**config.mk**
```make
export PLATFORM = sky130hd
export DESIGN_NAME = load_store_ctrl
export DESIGN_NICKNAME = d
export VERILOG_FILES = /design/src/rtl/mem_map_pkg.sv /design/src/rtl/load_store_ctrl.sv
export SDC_FILE = /design/constraint.sdc
export NUM_CORES = 1
export LEC_CHECK = 0
export CORE_UTILIZATION = 43
export CTS_CLUSTER_DIAMETER = 40
export DETAILED_ROUTE_END_ITERATION = 10
export PLACE_DENSITY = 0.86
export SETUP_SLACK_MARGIN = 0.02
export SLEW_MARGIN = 20
export SYNTH_ARGS = -nofsm -noshare
export SYNTH_HDL_FRONTEND = slang
export SYNTH_SLANG_ARGS = --single-unit
```
**constraint.sdc**
```tcl
create_clock -name clk -period 9.6 [get_ports clk]
set_input_delay 1.92 -clock clk [delete_from_list [all_inputs] [get_ports clk]]
set_output_delay 1.92 -clock clk [all_outputs]
set_load 0.02 [all_outputs]
```
**src/rtl/mem_map_pkg.sv**
```systemverilog
// Shared memory map, micro-op codes and load/store sequencer state type.
package mem_map_pkg;

  localparam int unsigned ADDR_W = 32;
  localparam int unsigned DATA_W = 32;
  localparam int unsigned UOP_W  = 5;
  localparam int unsigned RD_W   = 4;
  localparam int unsigned DCA_W  = 5;
  localparam int unsigned CNT_W  = 8;

  localparam logic [UOP_W-1:0]  UOP_LDR      = 5'd10;
  localparam logic [UOP_W-1:0]  UOP_STR      = 5'd11;
  localparam logic [ADDR_W-1:0] DCACHE_LIMIT = 32'd31;
  localparam logic [ADDR_W-1:0] GPIO_ADDR    = 32'd31;

  typedef enum logic {
    IDLE = 1'b0,
    WAIT = 1'b1
  } ls_state_t;

endpackage

```
**src/rtl/load_store_ctrl.sv**
```systemverilog
// Execute-stage LDR/STR sequencer: address decode, D-cache handshake, GPIO
// strobe, pipeline stall and the registered write-back beat.
module load_store_ctrl
  import mem_map_pkg::*;
#(
  parameter int unsigned TIMEOUT_CYCLES = 16
) (
  input  logic              clk,
  input  logic              rst,
  input  logic              op_valid,
  input  logic [UOP_W-1:0]  op_uop,
  input  logic [ADDR_W-1:0] op_addr,
  input  logic [DATA_W-1:0] op_wdata,
  input  logic [RD_W-1:0]   op_rd,
  input  logic [DATA_W-1:0] alu_result,
  output logic              stall,
  output logic              dc_req,
  output logic              dc_we,
  output logic [DCA_W-1:0]  dc_addr,
  output logic [DATA_W-1:0] dc_wdata,
  input  logic [DATA_W-1:0] dc_rdata,
  input  logic              dc_ack,
  output logic              gpio_we,
  output logic [DATA_W-1:0] gpio_wdata,
  input  logic [DATA_W-1:0] gpio_state,
  output logic              wb_valid,
  output logic [RD_W-1:0]   wb_rd,
  output logic [DATA_W-1:0] wb_data,
  output logic              fault
);

  localparam logic [CNT_W-1:0] CNT_LAST = CNT_W'(TIMEOUT_CYCLES - 1);

  ls_state_t         state_q, state_d;
  logic [CNT_W-1:0]  cnt_q, cnt_d;
  logic              dc_req_q, dc_req_d;
  logic              dc_we_q, dc_we_d;
  logic [DCA_W-1:0]  dc_addr_q, dc_addr_d;
  logic [DATA_W-1:0] dc_wdata_q, dc_wdata_d;
  logic              gpio_we_q, gpio_we_d;
  logic [DATA_W-1:0] gpio_wdata_q, gpio_wdata_d;
  logic              wb_valid_q, wb_valid_d;
  logic [RD_W-1:0]   wb_rd_q, wb_rd_d;
  logic [DATA_W-1:0] wb_data_q, wb_data_d;
  logic              fault_q, fault_d;
  logic              stall_c;

  logic is_ld, is_st, is_mem, in_dc, in_gpio, timeout_c;

  assign is_ld     = (op_uop == UOP_LDR);
  assign is_st     = (op_uop == UOP_STR);
  assign is_mem    = is_ld | is_st;
  assign in_dc     = (op_addr < DCACHE_LIMIT);
  assign in_gpio   = (op_addr == GPIO_ADDR);
  assign timeout_c = (cnt_q == CNT_LAST) && !dc_ack;

  // Next-state, latched request fields and write-back beat.
  always_comb begin
    state_d      = state_q;
    cnt_d        = cnt_q;
    dc_req_d     = dc_req_q;
    dc_we_d      = dc_we_q;
    dc_addr_d    = dc_addr_q;
    dc_wdata_d   = dc_wdata_q;
    gpio_we_d    = 1'b0;
    gpio_wdata_d = gpio_wdata_q;
    wb_valid_d   = 1'b0;
    wb_rd_d      = wb_rd_q;
    wb_data_d    = wb_data_q;
    fault_d      = 1'b0;
    stall_c      = 1'b0;

    case (state_q)
      IDLE: begin
        if (op_valid) begin
          wb_rd_d = op_rd;
          if (!is_mem) begin
            wb_valid_d = 1'b1;
            wb_data_d  = alu_result;
          end else if (in_dc) begin
            stall_c    = 1'b1;
            state_d    = WAIT;
            cnt_d      = '0;
            dc_req_d   = 1'b1;
            dc_we_d    = is_st;
            dc_addr_d  = op_addr[DCA_W-1:0];
            dc_wdata_d = op_wdata;
          end else if (in_gpio) begin
            if (is_ld) begin
              wb_valid_d = 1'b1;
              wb_data_d  = gpio_state;
            end else begin
              gpio_we_d    = 1'b1;
              gpio_wdata_d = op_wdata;
            end
          end else begin
            fault_d = 1'b1;
            if (is_ld) begin
              wb_valid_d = 1'b1;
              wb_data_d  = '0;
            end
          end
        end
      end
      WAIT: begin
        cnt_d = CNT_W'(cnt_q + 8'd1);
        if (dc_ack) begin
          state_d  = IDLE;
          dc_req_d = 1'b0;
          if (!dc_we_q) begin
            wb_valid_d = 1'b1;
            wb_data_d  = dc_rdata;
          end
        end else if (timeout_c) begin
          state_d  = IDLE;
          dc_req_d = 1'b0;
          fault_d  = 1'b1;
          if (!dc_we_q) begin
            wb_valid_d = 1'b1;
            wb_data_d  = '0;
          end
        end else begin
          stall_c = 1'b1;
        end
      end
      default: state_d = IDLE;
    endcase
  end

  always_ff @(posedge clk or posedge rst) begin
    if (rst) begin
      state_q      <= IDLE;
      cnt_q        <= '0;
      dc_req_q     <= 1'b0;
      dc_we_q      <= 1'b0;
      dc_addr_q    <= '0;
      dc_wdata_q   <= '0;
      gpio_we_q    <= 1'b0;
      gpio_wdata_q <= '0;
      wb_valid_q   <= 1'b0;
      wb_rd_q      <= '0;
      wb_data_q    <= '0;
      fault_q      <= 1'b0;
    end else begin
      state_q      <= state_d;
      cnt_q        <= cnt_d;
      dc_req_q     <= dc_req_d;
      dc_we_q      <= dc_we_d;
      dc_addr_q    <= dc_addr_d;
      dc_wdata_q   <= dc_wdata_d;
      gpio_we_q    <= gpio_we_d;
      gpio_wdata_q <= gpio_wdata_d;
      wb_valid_q   <= wb_valid_d;
      wb_rd_q      <= wb_rd_d;
      wb_data_q    <= wb_data_d;
      fault_q      <= fault_d;
    end
  end

  // Stall is combinational so upstream advances in the ack/abort cycle; reset forces it low.
  assign stall      = stall_c && !rst;
  assign dc_req     = dc_req_q;
  assign dc_we      = dc_we_q;
  assign dc_addr    = dc_addr_q;
  assign dc_wdata   = dc_wdata_q;
  assign gpio_we    = gpio_we_q;
  assign gpio_wdata = gpio_wdata_q;
  assign wb_valid   = wb_valid_q;
  assign wb_rd      = wb_rd_q;
  assign wb_data    = wb_data_q;
  assign fault      = fault_q;

endmodule

```
==> results.md <==
* Outcome: finished clean
* Vias at 4895
* Wire length after detailed routing at 16.35 mm
* Maximum VDD drop at 0.1160 mV
* Clock Skew at approximately 0.006 ns
* Starting Density at 0.4471
* #FFs+latches synth at 119
* # Max-Cap Violations at 0
* Max stage delay cell, worst path: or4_2
* Worst hold start: gpio_wdata[4]
* Synthesized instance count at 495
* Yosys top cell area share at 0.5454
* Async S/R FF share, synth at 1.000
* CTS buffer count at 17
* CTS tree: done
* Die height at 114.7 um
* End point of the critical path: stall
* Number of nets with antenna violations after routing at 0
* Number of cells on the critical path at 6
* Endpoint of the most critical register-to-register path: dc_wdata[20]
* Worst-path clk slew at 0.06 ns
* Number of buffer cells added on primary ports at between 200 and 300
* Area Growth Syn to Fin at 65.70%
* Footprint of the multi-input gates at 2231 sq um
* Synthesized area per cell at about 11 sq um
* Setup TNS at 0 ns
* Beginning of the worst register-to-register path: state_q
* Clock Latency Late Sink at 0.40 ns
* Critical path arrival at 4.56 ns
* Class of the most critical hold timing path: flip-flop to flip-flop
* Largest incremental delay on the critical path at about 0.73 ns
* Sink count of the clock tree at 119
* Commonest non-fill, non-tap cell in the layout: clkdlybuf4s50_1
* Max Root-Sink Buffers at 2
* Main area contributors after synthesis: dfrtp_1, mux2_4, nand2_1, mux2i_1, a22o_1
* Crit end category: output pin
* Max Clock Freq at between 0.15 and 0.2 GHz
* Global-route usage over all layers at 0.2521
* Post-CTS sizing at 0
* Wire length per cell at 17.10 um
* Source of the critical timing path: op_uop[2]
* Power density over cell area at 154.2 nW/um^2
* Launching element type of the critical path: input port
* Core Region at 12210 sq um
* Critical path cell sequence: clkdlybuf4s50_1 > and4bb_2 > nand4_2 > or4_2 > a21oi_1 > clkdlybuf4s50_1
* Post-detailed-route via-to-cell ratio at around 5.1
* Post-route setup slack at 3.115 ns
* Quantity of hold-fixing buffers added after cts at 0
* Number of diodes at 0
* Final global-route overflow total at 0
* Die ar. at roughly 13000 sq um
* Number of antenna violations at the first check in global routing at 0
* Post-CTS Setup Repair Bufs at 0
* Total setup violations reported at the end of the flow at 0
* DRC violations left at 0
* Gp weighted congestion at 0.7786
* Row Count at 40
* Root buf cell: clkbuf_16
* Sequential area share after synthesis at 0.5454
* RSZ-0062 raised after global routing: no
* Drt pass-1 iters at 4
* Mapped Nets at roughly 670
* Commonest cells after routing, fill and taps aside: clkdlybuf4s50_1, dfrtp_1, nand2_1
* Sequential cell area in the final layout at 2978 sq um
* Required arrival time at the worst endpoint at 7.68 ns
* Maximum number of pins on one net before global-route repair at 78
* Yosys cell types at 41
* Fill cell instance count of the final layout at 848
* Rel. slew slack at 0.3664
* Setup slack at placement at 3.116 ns
* Hold Vio Cnt, Final at 0
* Cell leakage power at between 4 and 5 nW
* Worst-margin pin slew at roughly 0.95 ns
* Horizontal die dimension at ~110 um
* CP Max Fanout at 8
* Leading register cell type out of synthesis: dfrtp_1
* Cell taking the most area after synthesis: dfrtp_1
* Top-Level Pins at 284
* Syn. warnings at 0
* H-Tree Level Count at 4
* Number of global-route vias before repair at 5153
* Number of flops mapped to enable cells by yosys at 0
* Fraction of layout instances using a drive strength above 1 at 0.1155
* Reg2Reg Depth at 4
* Post-synthesis instance area at 5460 sq um
* HPWL after detailed placement at 12.41 mm
* Final net count at about 950
* Number of pins with negative max-slew slack in the final report at 0
* Cell occurring most often along the worst timing path: clkdlybuf4s50_1
* Kind of cell adding the most delay to the critical path: simple AND/OR/NAND/NOR gates
* Detailed router's first-iteration violation count at 285
* Time the final worst path needs with I/O delays and setup at ~6.5 ns
* CP bufs+invs at 2
* Share of the clock period used by the worst path after layout at 0.6755
* Type of the worst setup path: input port to output pin
* First-pass GRT wire length at approximately 25 mm
* Flop-to-flop setup slack at 7.11 ns
[worst register-to-register path, cell delays in order, from the launching register on]
cell      delay, ns
dfrtp_1        0.54
nand2b_1       0.37
or4_2          0.64
buf_4          0.39
mux2_4         0.43
[kinds of logic after synthesis]
group / after synthesis / share of synthesized area
and+or+nand+nor: 156 / 0.1345
DFF: 119 / 0.5454
AOI/OAI and AO/OA: 83 / 0.1050
muxes: 70 / 0.1590
buffers and inverters: 65 / 0.05225
xor gates and xnor gates: 1 / 0.001604
adders and majority gates: 1 / 0.002291
[worst min path at each step]
stage          slack, ns              to  cells past startpoint
2_1_floorplan       0.47        cnt_q[5]                      1
3_3_place_gp        0.45   gpio_wdata[0]                      2
6_report            0.47   gpio_wdata[4]                      2
3_5_place_dp        0.46   gpio_wdata[6]                      2
4_1_cts             0.48   gpio_wdata[4]                      2
5_1_grt             0.50  gpio_wdata[11]                      2
[metrics by stage]
stage          cell area, sq um  hold WS [ns]  std cells    util  total power, W
2_1_floorplan              5460        0.4739        495       -       0.0006185
3_3_place_gp               8427        0.4508        924  0.6901       0.0007469
3_5_place_dp               8427        0.4592        924  0.6901       0.0007524
4_1_cts                    9040        0.4760        956  0.7403        0.001404
5_1_grt                    9047        0.5012        956  0.7409        0.001445
6_report                   9047        0.4710        956  0.7409        0.001395
[flip-flops by register name (all words and copies together), names as in the netlist]
signal      count
fault           1
gpio_wdata     32
wb_valid        1
wb_data        32
dc_addr         5
gpio_we         1
dc_we           1
cnt_q           8
wb_rd           4
dc_wdata       32
dc_req          1
state_q         1
[where the power goes]
group	switching, W	internal, W
registers	0.0000143	0.000524
logic	0.0000874	0.000118
clock network	0.000233	0.000419
[routing by layer]
metal | GRT usage | part of all wire
met5 | 0 | 0
met4 | 0.1169 | 0.032
met3 | 0.05558 | 0.054
met2 | 0.4444 | 0.53
met1 | 0.2921 | 0.38
[cell usage after synthesis, types with 2 or more instances]
library cell	count
dfrtp_1	119
nand2_1	117
inv_1	38
a21oi_1	35
a22o_1	32
mux2_4	32
mux2i_1	32
clkbuf_1	16
nand3_1	8
nor4_2	7
buf_2	6
mux2_2	6
o21ai_0	5
buf_6	4
nor2_1	4
or4_1	3
and2_1	2
nand4_1	2
nand4_2	2
nor3_1	2
nor4_1	2
o41ai_1	2
[final cells by class]
type | instances | share of cell area
flip-flops and latches | 119 | 0.3291
repair buffers | 288 | 0.3172
multi-input cells | 311 | 0.2466
clock buffers | 19 | 0.04896
well taps | 168 | 0.02323
clock inverters | 13 | 0.01881
inverters | 38 | 0.01604
Note: power is estimated with default switching activity, not from simulation.
